## config.mk

```make
export PLATFORM = sky130hd
export DESIGN_NAME = pll_reset_sequencer
export DESIGN_NICKNAME = d
export VERILOG_FILES = /design/src/rtl/pll_reset_sequencer.sv
export SDC_FILE = /design/constraint.sdc
export NUM_CORES = 1
export LEC_CHECK = 0
export ABC_CLOCK_PERIOD_IN_PS = 2250
export CORE_MARGIN = 4
export CORE_UTILIZATION = 36
export CTS_CLUSTER_DIAMETER = 150
export CTS_CLUSTER_SIZE = 40
export DETAILED_ROUTE_END_ITERATION = 6
export GPL_TIMING_DRIVEN = 0
export RECOVER_POWER = 100
export SYNTH_ARGS = -nofsm -noshare
export SYNTH_HDL_FRONTEND = slang
export SYNTH_SLANG_ARGS = --single-unit
```

## constraint.sdc

```tcl
create_clock -name clk -period 2.25 [get_ports clk]
set_input_delay 0.45 -clock clk [delete_from_list [all_inputs] [get_ports clk]]
set_output_delay 0.45 -clock clk [all_outputs]
set_load 0.02 [all_outputs]
```

## src/rtl/pll_reset_sequencer.sv

```systemverilog
// PLL reset sequencer: synchronizes lock, qualifies it for STABLE_CYCLES, holds
// downstream reset for HOLD_CYCLES more, then releases; counts lock losses in RUN.
module pll_reset_sequencer #(
  parameter int SYNC_STAGES   = 2,
  parameter int STABLE_CYCLES = 1024,
  parameter int HOLD_CYCLES   = 16,
  parameter int CNT_W         = 8
) (
  input  logic             clk,
  input  logic             rst,
  input  logic             locked,
  input  logic             sw_reset_req,
  output logic             sys_reset,
  output logic             ready,
  output logic [1:0]       state,
  output logic             lock_loss,
  output logic [CNT_W-1:0] lock_loss_count
);

  typedef enum logic [1:0] {
    WAIT_LOCK = 2'd0,
    STABILIZE = 2'd1,
    HOLD      = 2'd2,
    RUN       = 2'd3
  } state_t;

  localparam int MAX_CYC = (STABLE_CYCLES > HOLD_CYCLES) ? STABLE_CYCLES : HOLD_CYCLES;
  localparam int CTR_W   = (MAX_CYC > 1) ? $clog2(MAX_CYC) : 1;
  localparam logic [CTR_W-1:0] STABLE_LAST = CTR_W'(STABLE_CYCLES - 1);
  localparam logic [CTR_W-1:0] HOLD_LAST   = CTR_W'(HOLD_CYCLES - 1);

  logic [SYNC_STAGES-1:0] sync_q;
  logic                   locked_s;
  state_t                 state_q, state_d;
  logic [CTR_W-1:0]       cnt_q, cnt_d;
  logic                   ready_d;
  logic                   lock_loss_d;
  logic [CNT_W-1:0]       count_d;

  always_ff @(posedge clk or posedge rst) begin
    if (rst) sync_q <= '0;
    else     sync_q <= {sync_q[SYNC_STAGES-2:0], locked};
  end

  assign locked_s = sync_q[SYNC_STAGES-1];

  // Loss of lock is tested first in every state, so it beats a same-cycle software request.
  always_comb begin
    state_d     = state_q;
    cnt_d       = cnt_q;
    lock_loss_d = 1'b0;
    count_d     = lock_loss_count;
    case (state_q)
      WAIT_LOCK: begin
        cnt_d = '0;
        if (locked_s) state_d = STABILIZE;
      end
      STABILIZE: begin
        if (!locked_s) begin
          state_d = WAIT_LOCK;
          cnt_d   = '0;
        end else if (cnt_q == STABLE_LAST) begin
          state_d = HOLD;
          cnt_d   = '0;
        end else begin
          cnt_d = cnt_q + 1'b1;
        end
      end
      HOLD: begin
        if (!locked_s) begin
          state_d = WAIT_LOCK;
          cnt_d   = '0;
        end else if (cnt_q == HOLD_LAST) begin
          state_d = RUN;
          cnt_d   = '0;
        end else begin
          cnt_d = cnt_q + 1'b1;
        end
      end
      RUN: begin
        if (!locked_s) begin
          state_d     = WAIT_LOCK;
          cnt_d       = '0;
          lock_loss_d = 1'b1;
          if (lock_loss_count != {CNT_W{1'b1}}) count_d = lock_loss_count + 1'b1;
        end else if (sw_reset_req) begin
          state_d = HOLD;
          cnt_d   = '0;
        end
      end
      default: begin
        state_d = WAIT_LOCK;
        cnt_d   = '0;
      end
    endcase
    ready_d = (state_d == RUN);
  end

  // ready/sys_reset are registered from the next state so they switch on the same edge as state.
  always_ff @(posedge clk or posedge rst) begin
    if (rst) begin
      state_q         <= WAIT_LOCK;
      cnt_q           <= '0;
      ready           <= 1'b0;
      sys_reset       <= 1'b1;
      lock_loss       <= 1'b0;
      lock_loss_count <= '0;
    end else begin
      state_q         <= state_d;
      cnt_q           <= cnt_d;
      ready           <= ready_d;
      sys_reset       <= ~ready_d;
      lock_loss       <= lock_loss_d;
      lock_loss_count <= count_d;
    end
  end

  assign state = state_q;

endmodule

```

* After elaboration in Yosys (flattened, before gate mapping) *
Index checks and enable logic that the tools add are counted.

storage, ports and cells
  bits in registers = 25
  input port bits = 4
  output and inout bits = 13

cells by class
  add/sub/neg operators = 2
  eq/ne operators = 8
  multiplexer cells = 17
  bitwise operators = 2
  reductions and logical operators = 2

operator list
  cell                     number
  $mux W10                 6
  $pmux W10 S4             1
  $mux W2                  7
  $add A10 B1 Y10 const B  1
  $eq A10 B10 Y1 const B   1
  $eq A10 B4 Y1 const B    1
  $add A8 B1 Y8 const B    1
  $ne A8 B8 Y1 const B     1
  $pmux W2 S4              1
  $eq A2 B2 Y1 const B     3
  $ne A3 B3 Y1 const B     1
  $reduce_and A3 Y1        1
  $eq A2 B1 Y1 const B     1
  $logic_not A2 Y1         1
  $mux W1                  2
  $not A1 Y1               2

* Logic depth before layout (Yosys ltp) *
Gate-level depths: netlist of the first run.

  depth in word-level cells = 6
  depth in mapped cells = 7
  depth with buffers taken out = 6

* Worst setup path after synthesis of the first run *
OpenSTA, ideal clock, no wires.

  path kind = register to register
  start = register state_q[1], in the netlist state[1]
  end = register cnt_q[9]
  setup time = 0.104 ns
  data arrival time = 1.666 ns
  slack = 0.480 ns
  stages on the path, launching flop included = 7
  clock period less this slack = 1.770 ns
  cells stage by stage = dfrtp_1 > inv_1 > ha_1 > and3_1 > o31a_1 > o21ai_2 > o311ai_1

between the ends
  word-level cells in the longest chain between the ends = 2

ends and longest elaborated chain
  what                                                 line  text
  from (decl)                                          34    state_t state_q, state_d;
  from (signal assigned)                               109   state_q <= state_d;
  $eq A2 B2 Y1, or another cell as far along           53    case (state_q)
  $pmux W10 S4 / $ne A3 B3 Y1 (equally long branches)  --
  to (signal assigned)                                 110   cnt_q <= cnt_d;
  to (decl)                                            35    logic [CTR_W-1:0] cnt_q, cnt_d;

Several ways; a longest one is shown, not always the timed one.
A chain may end at the register's enable or synchronous reset.

* Worst setup path in the final report of the first run *
  start = register cnt_q[0]
  end = register ready

between the ends
  word-level cells in the longest chain between the ends = 5

ends and longest elaborated chain
  what                                                    line    text
  $eq A10 B4 Y1 / $eq A10 B10 Y1 (equally long branches)  73, 62
  $mux W2 (on tied branches)                              73, 62
  $mux W2 (on tied branches)                              70, 59
  $pmux W2 S4 *                                           53
  $eq A2 B2 Y1 *                                          96      ready_d = (state_d == RUN);
  net ready_d                                             36      logic ready_d;
  to (signal assigned)                                    111     ready <= ready_d;
  to (decl)                                               14      output logic ready,

Mark *: on every way through the listed nets, which the timed path passes. The rest lies on a longest branch.

==> results of run 1 <==
## cell usage in the layout, fill, tap and decap left out, drive strengths merged, types with 2 or more instances in the layout
| cell type | n |
|---|---|
| dfrtp | 24 |
| nand2 | 23 |
| dlygate4sd3 | 15 |
| o21ai | 9 |
| inv | 6 |
| ha | 6 |
| clkbuf | 6 |
| nand3 | 5 |
| and3 | 5 |
| nor2 | 4 |
| o211ai | 4 |
| a21oi | 4 |
| nor3 | 4 |
| buf | 3 |
| o22ai | 3 |
| xnor2 | 3 |
| a21boi | 3 |
| o31a | 3 |
| nor4 | 3 |
| nand4 | 3 |
| nor2b | 2 |
| a41oi | 2 |
| xor2 | 2 |
| o311ai | 2 |
| and4 | 2 |
## Yosys cell counts, types with 2 or more instances
cell type,n
dfrtp_1,24
nand2_1,23
o21ai_0,8
ha_1,6
inv_1,6
nand3_1,5
a21oi_1,4
and3_1,4
buf_2,4
nor2_1,4
nor3_1,4
o211ai_1,4
a21boi_0,3
o22ai_1,3
xnor2_1,3
a41oi_1,2
nand4_1,2
nor2b_1,2
nor4_1,2
o311ai_1,2
o31a_1,2
xor2_1,2
## registers in the layout, summed over array words and instances, names as in the netlist
name	count
lock_loss_count	8
state	2
sys_reset	1
ready	1
sync_q	2
cnt_q	10
lock_loss	1
## power breakdown
group | total, mW | internal, mW | switching (mW)
Combinational | 0.368 | 0.160 | 0.208
Clock | 0.277 | 0.125 | 0.151
Sequential | 0.551 | 0.501 | 0.0496
## through the flow
| step | std cells | setup WS, ns | utilization (%) | instance area [sq um] |
|---|---|---|---|---|
| after detailed placement | 207 | 0.207 | 44.0 | 1630 |
| final | 211 | 0.236 | 44.6 | 1660 |
| after global routing | 211 | 0.110 | 44.6 | 1660 |
| after CTS | 211 | 0.333 | 45.3 | 1680 |
| after global placement | 207 | 0.210 | 44.0 | 1630 |
| after floorplan | 143 | 0.480 | - | 1410 |
## layer usage
metal | global-route usage, % | up-vias
li1 | - | 568
met1 | 18.5 | 558
met2 | 20.8 | 17
met3 | 2.84 | 2
met4 | 1.88 | 0
met5 | 0 | -
## final timing paths
kind                                       from                             end  slack, ns  depth (start not counted)
hold / removal              sync_q[0]$_DFF_PP0_             sync_q[1]$_DFF_PP0_       0.36                          0
hold reg to reg             sync_q[0]$_DFF_PP0_             sync_q[1]$_DFF_PP0_       0.36                          0
setup reg to reg           cnt_q[0]$_DFFE_PP0P_                 ready$_DFF_PP0_       0.24                          5
max in group asynchronous                   rst  lock_loss_count[5]$_DFFE_PP0P_       0.82                          2
min in group asynchronous                   rst              state[0]$_DFF_PP0_       0.83                          2
setup / recovery           cnt_q[0]$_DFFE_PP0P_                 ready$_DFF_PP0_       0.24                          5
## area by class of cell
cell class / instances / area [sq um] / area share (%)
multi-input combinational: 106 / 708 / 42.7
timing repair buffer: 16 / 160 / 9.67
sequential: 25 / 627 / 37.8
tap: 48 / 60.1 / 3.63
buffer: 6 / 30.0 / 1.81
inverter: 6 / 22.5 / 1.36
clock inverter: 1 / 7.51 / 0.453
clock buffer: 3 / 41.3 / 2.49
## kinds of logic (layout without fill, tap and decap cells)
| logic type | after synthesis | in the layout | share of synthesized area, % |
|---|---|---|---|
| muxes | 2 | 2 | 1.50 |
| buffers and inverters | 12 | 32 | 3.81 |
| DFF | 25 | 25 | 44.3 |
| adders and majority gates | 7 | 7 | 6.02 |
| xor gates and xnor gates | 5 | 5 | 3.10 |
| AOI/OAI and AO/OA | 35 | 35 | 19.5 |
| and+or+nand+nor | 57 | 57 | 21.8 |
==> out/metrics.yaml, run 1 <==
outcome: "completed"
die_x_um: 70.7
grt_max_degree: 26
vias: 1145
cts_buffer_depth: 2
slew_headroom_pct: 35.3
drtIter0Drc: 78
worst_pin_slew_ns: 0.970
hpwl_um: 2180
nFillCells: 376
gr-usage-all-layers_pct: 13.0
synth_seq_area_share_pct: 44.3
timing.fmax_mhz: 497
ys_seq_elements: 25
met2_length_um: 1400
avgSynthCellArea_sq_um: 9.89
path_clk_slew_ns: 0.10
area_delta_synth_final_pct: 17.2
highest_layer: "met4"
finalHoldViolCount: 0
n_antenna_cell: 0
path_buf_inv: 0
setup_viol: 0
routabilityCongestion: 0.744
core-area_sq_um: 3720
syn_nets: 153
clock_latency_ns: 0.27
hold_class: "register to register"
start_kind: "register"
die_h_um: 70.7
vias_per_cell: 5.43
ctsResizeCount: 0
drv_cap: 0
numCtsBuffers: 3
fin_skew_ns: 0.00571
grt_pass1_wl_um: 5390
drc: 0
antenna_found_initial: 0
final_layout_size_suffix_gt1_share_pct: 10.4
power_leakage_nw: 0.740
power.density_nw_per_um2: 722
rsz0062_at_grt: "no"
cts_hold_buf: 0
synth-main-ff-cell: "dfrtp_1"
finalCritPeriodShare_pct: 89.5
min_period_ns: 2.01
grt_pass1_vias: 1162
ys_types: 46
totalWireLength_um: 2890
cp_slowest_cell: "o41ai_1"
cts_tree: "yes"
rows: 22
io_buffers: 16
cp_data_arrival_time_ns: 2.14
setup_tns_ns: 0
cts_root_buffer: "clkbuf_8"
ctsHtreeMaxLevel: 1
synth.cell_area_sq_um: 1410
final.hold.worst_slack_ns: 0.361
critPathCaptureType: "register"
synthArstFlopShare_pct: 100
synth_cells: 143
synth_edf_count: 0
wl_met3_um: 74
synth.area.top_cells: "dfrtp_1, nand2_1, ha_1"
crit_family: "compound AO/OA/AOI/OAI gates"
max_stage_delay_ns: 0.47
yosysWarningCount: 0
p_total_mw: 1.20
ios: 17
post-cts-setup-buffers: 0
initial_utilization_pct: 38.0
path_max_fanout: 7
required_ns: 2.38
drv_slew: 0
cts_sinks: 25
finalNetCount: 174
ant_nets: 0
path_cells: "ha_1 -> nand3_1 -> o31a_1 -> o41ai_1 -> a21boi_0"
synth_top_cell_by_area: "dfrtp_1"
synth_top_area_share_pct: 42.5
wl_per_cell_um: 13.7
overflow: 0
die_area_sq_um: 4990
vdd_drop_max_uv: 371
criticalPathCategory: "register to register"
dr.pass1.iters: 4
wl_met1_um: 1400
Note: power is estimated with default switching activity, not from simulation.
==> inputs of run 2 (changes only) <==
ABC_CLOCK_PERIOD_IN_PS = 1860   (was 2250)
clock period = 1.86 ns   (was 2.25 ns; I/O delays follow)
==> run 2 against run 1 <==
Against the previous run: combinational power is 61% higher; design area rose by 6.6%; non-clock buffer count increased by 6; clock-buffer cell count did not move; fmax increased by 11%; flip-flop and latch count is the same; sequential power is 21% higher; final cell count is 2.8% higher; register-to-register slack lost 0.19 ns; critical path depth is the same; sequential share of layout area shrank 2.3 points; total power increased by 33%.
==> out/metrics.yaml, run 2 (synthesis results as in run 1) <==
dp.cells: 207
ios: 17
finalHoldViolCount: 0
setup_viol: 0
nFillCells: 371
grt_pass1_vias: 1209
timing.fmax_mhz: 550
drv_cap: 0
critPathCaptureType: "register"
vdd_drop_max_uv: 469
worst_pin_slew_ns: 0.955
criticalPathCategory: "register to register"
ctsHtreeMaxLevel: 1
area_delta_synth_final_pct: 24.9
min_period_ns: 1.82
ant_nets: 0
power_leakage_nw: 0.751
cts_sinks: 25
grt_pass1_wl_um: 5530
hold_class: "register to register"
final.hold.worst_slack_ns: 0.361
hpwl_um: 2180
clock_latency_ns: 0.27
n_antenna_cell: 0
vias_per_cell: 5.48
p_total_mw: 1.60
largest_reg_flops: 10
io_buffers: 16
fin_area_sq_um: 1770
finalNetCount: 180
drv_slew: 0
antenna_found_initial: 0
gr-usage-all-layers_pct: 13.3
power.density_nw_per_um2: 904
drtIter0Drc: 106
finalWorstSetupSlack_ns: 0.0415
instances_no_fill: 217
grt_max_degree: 26
path_clk_slew_ns: 0.10
cts_tree: "yes"
slew_headroom_pct: 36.2
numCtsBuffers: 3
path_max_fanout: 5
cp_data_arrival_time_ns: 1.96
outcome: "completed"
detailedPlace.worstSlack_ns: -0.105
wl_per_cell_um: 14.0
rows: 22
final_layout_size_suffix_gt1_share_pct: 20.7
die_area_sq_um: 4990
routabilityCongestion: 0.744
drc: 0
cts_hold_buf: 0
core-area_sq_um: 3720
vias: 1189
placed_cell_area_sq_um: 1630
initial_utilization_pct: 38.0
cts_buffer_depth: 2
die_h_um: 70.7
rsz0062_at_grt: "yes"
start_kind: "register"
die_x_um: 70.7
finalCritPeriodShare_pct: 97.8
fin_skew_ns: 0.00696
largest_registers: "cnt_q (10), lock_loss_count (8)"
layout_common_cells: "nand2_1, dfrtp_1, clkdlybuf4s50_1"
dr.pass1.iters: 4
required_ns: 2.00
regMostFlops: "cnt_q"
overflow: 0
totalWireLength_um: 3050
cts_root_buffer: "clkbuf_8"
-- run 2: where the power goes --
part	switching [mW]	internal, mW
registers	0.0605	0.609
logic	0.300	0.291
clock network	0.185	0.152
total	0.545	1.05
-- run 2: path summary, 6_finish.rpt --
kind                                 startpoint                   to  slack, ns  cells after the start
max                        cnt_q[0]$_DFFE_PP0P_      ready$_DFF_PP0_       0.04                      5
min                         sync_q[0]$_DFF_PP0_  sync_q[1]$_DFF_PP0_       0.36                      0
max reg2reg                cnt_q[0]$_DFFE_PP0P_      ready$_DFF_PP0_       0.04                      5
min reg2reg                 sync_q[0]$_DFF_PP0_  sync_q[1]$_DFF_PP0_       0.36                      0
max in group asynchronous                   rst   state[0]$_DFF_PP0_       0.61                      2
min in group asynchronous                   rst   state[0]$_DFF_PP0_       0.61                      2
-- run 2: layout make-up --
| type | instances | area (sq um) | area share [%] |
|---|---|---|---|
| clock buffer | 3 | 41.3 | 2.34 |
| clock inverter | 1 | 7.51 | 0.425 |
| multi-input combinational | 106 | 763 | 43.2 |
| tap | 48 | 60.1 | 3.40 |
| sequential | 25 | 628 | 35.6 |
| buffer | 5 | 30.0 | 1.70 |
| timing repair buffer | 23 | 213 | 12.0 |
| inverter | 6 | 22.5 | 1.28 |
-- run 2: timing repair --
| item | CTS | global route |
|---|---|---|
| endpoints found under the setup margin | 2 | 11 |
| pin swaps | 0 | 4 |
| setup buffers | 5 | 2 |
| resized for setup | 1 | 10 |
-- run 2: worst max-delay path, stage by stage (launching register included) --
cell      delay, ns
dfrtp_1        0.43
ha_1           0.27
and3_1         0.26
and4_2         0.24
o31a_2         0.36
a21boi_0       0.13
-- run 2: routing by layer --
layer / GRT usage, % / share of wire (%) / vias to the layer above
li1: - / - / 576
met1: 18.2 / 48 / 587
met2: 21.7 / 49 / 24
met3: 3.13 / 2.9 / 2
met4: 2.09 / 0.33 / 0
met5: 0 / 0 / -
-- run 2: through the flow --
step	TNS, ns	utilization, %
final	0	47.5
after global routing	-0.0710	47.5
after CTS	0	46.5
after detailed placement	-0.135	44.0
after global placement	-0.102	44.0
after floorplan	0	-
==> inputs of run 3 (changes only) <==
CTS_CLUSTER_DIAMETER = 40   (was 150)
DONT_BUFFER_PORTS = 1   (was not set)
GPL_ROUTABILITY_DRIVEN = 1   (was not set)
==> run 3 against run 2 <==
Against the previous run: clock skew down 0.0019 ns; total power down 5.7%; flip-flop and latch count unchanged; clock-buffer cell count unchanged; worst hold slack worse by 0.25 ns; critical path type unchanged; highest routed layer unchanged.
==> out/metrics.yaml, run 3 (synthesis results as in run 1) <==
drc: 0
die_h_um: 70.7
p_total_mw: 1.50
ctsHtreeMaxLevel: 1
fin_area_sq_um: 1610
overflow: 0
path_max_fanout: 7
cp_data_arrival_time_ns: 2.00
finalCritPeriodShare_pct: 97.7
final_util_pct: 43.3
cts_buffer_depth: 2
required_ns: 2.04
dr.pass1.iters: 4
outcome: "completed"
initial_utilization_pct: 38.0
core-area_sq_um: 3720
clock_latency_ns: 0.28
rsz0062_at_grt: "yes"
cts_hold_buf: 0
start_kind: "register"
drv_cap: 0
grt_pass1_wl_um: 4780
setup_tns_ns: 0
dp.cells: 191
totalWireLength_um: 2880
drtIter0Drc: 77
die_x_um: 70.7
die_area_sq_um: 4990
min_period_ns: 1.82
largest_reg_flops: 10
timing.fmax_mhz: 550
io_buffers: 0
max_stage_delay_ns: 0.50
grt_pass1_vias: 1022
nFillCells: 358
cts_root_buffer: "clkbuf_8"
finalWorstSetupSlack_ns: 0.0422
cp_slowest_cell: "dfrtp_2"
instances_no_fill: 198
cts_tree: "yes"
vias: 1107
final_layout_size_suffix_gt1_share_pct: 24.0
p_int_mw: 0.963
setup_viol: 0
path_clk_slew_ns: 0.09
ios: 17
n_antenna_cell: 0
finalHoldViolCount: 0
hold_class: "input pin to register"
reg2reg_to: "cnt_q[6]$_DFFE_PP0P_"
vdd_drop_max_uv: 691
multi_input_area_sq_um: 788
fin_skew_ns: 0.00505
placed_cell_area_sq_um: 1470
routabilityCongestion: 0.830
power.share.clock_pct: 22.8
vias_per_cell: 5.59
critPathCaptureType: "register"
reg2reg_depth: 6
rr_startpoint: "state[1]$_DFF_PP0_"
regArea_sq_um: 629
regMostFlops: "cnt_q"
reg2reg_slack_ns: 0.04
power_frac_seq_pct: 50.0
power_leakage_nw: 0.679
antenna_found_initial: 0
final.hold.worst_slack_ns: 0.112
hpwl_um: 2080
area_delta_synth_final_pct: 13.8
detailedPlace.worstSlack_ns: -0.170
final_common_cell: "nand2_1"
wl_per_cell_um: 14.6
gr-usage-all-layers_pct: 12.0
grt_max_degree: 26
endpoint: "cnt_q[6]$_DFFE_PP0P_"
numCtsBuffers: 3
ant_nets: 0
power.density_nw_per_um2: 935
criticalPathCategory: "register to register"
path_cells: "inv_2 -> ha_4 -> and3_4 -> o31a_1 -> o21ai_2 -> o311ai_1"
rows: 22
drv_slew: 0
layout_common_cells: "nand2_1, dfrtp_1, o21ai_0"
largest_registers: "cnt_q (10), lock_loss_count (8)"
slew_headroom_pct: 38.6
startpoint: "state[1]$_DFF_PP0_"
p_sw_share_pct: 36.0
cts_sinks: 25
worst_pin_slew_ns: 0.919
power_frac_comb_pct: 27.2
p_sw_mw: 0.542
finalNetCount: 161
run 3: changes by cell type in the layout (fill, tap and decap cells not counted), moves of 2 or more:
| cell | previous run | this run |
|---|---|---|
| buf_4 | 8 | 4 |
| clkdlybuf4s50_1 | 15 | 0 |
| ha_1 | 5 | 2 |
| ha_2 | 1 | 3 |
run 3: cell type report:
type	count	share of cell area (%)
inverters	6	1.40
repair buffers	4	1.87
flip-flops and latches	25	39.1
plain buffers	5	1.79
multi-input cells	106	49.0
clock buffers	3	2.57
well taps	48	3.73
clock inverters	1	0.544
run 3: worst max-delay path, delay by kind of cell (launching register included):
kind,cells,cell delay [ns]
flops,1,0.50
simple gates,1,0.18
compound gates,3,0.68
buf+inv,1,0.09
fa+ha+maj,1,0.27
run 3: power groups by stage:
stage	Clock [mW]	Combinational (mW)	Sequential [mW]
after floorplan	0	0.282	0.737
after global placement	0	0.328	0.757
after detailed placement	0	0.338	0.760
after CTS	0.350	0.347	0.753
after global routing	0.380	0.455	0.764
final	0.343	0.409	0.753
run 3: repair_timing:
action,in CTS,in global routing
pin swaps,3,2
setup endpoints to repair,7,6
gates resized for setup,3,13
endpoints found under the hold margin,0,0
buffers inserted,1,3
gates cloned,0,0
run 3: routing by layer:
| layer | global-route usage [%] | vias to the layer above | part of all wire (%) |
|---|---|---|---|
| met3 | 4.12 | 5 | 5.1 |
| met2 | 19.1 | 21 | 50 |
| met4 | 4.38 | 0 | 1.3 |
| met1 | 15.1 | 542 | 43 |
| li1 | - | 539 | - |
| met5 | 0 | - | 0 |
run 3: how the worst min path moves through the flow:
| stage | start | endpoint | cells after the start |
|---|---|---|---|
| after CTS | locked | sync_q[0]$_DFF_PP0_ | 0 |
| final | locked | sync_q[0]$_DFF_PP0_ | 0 |
| after detailed placement | sync_q[0]$_DFF_PP0_ | sync_q[1]$_DFF_PP0_ | 0 |
| after global placement | sync_q[0]$_DFF_PP0_ | sync_q[1]$_DFF_PP0_ | 0 |
| after global routing | locked | sync_q[0]$_DFF_PP0_ | 0 |
| after floorplan | sync_q[0]$_DFF_PP0_ | sync_q[1]$_DFF_PP0_ | 0 |
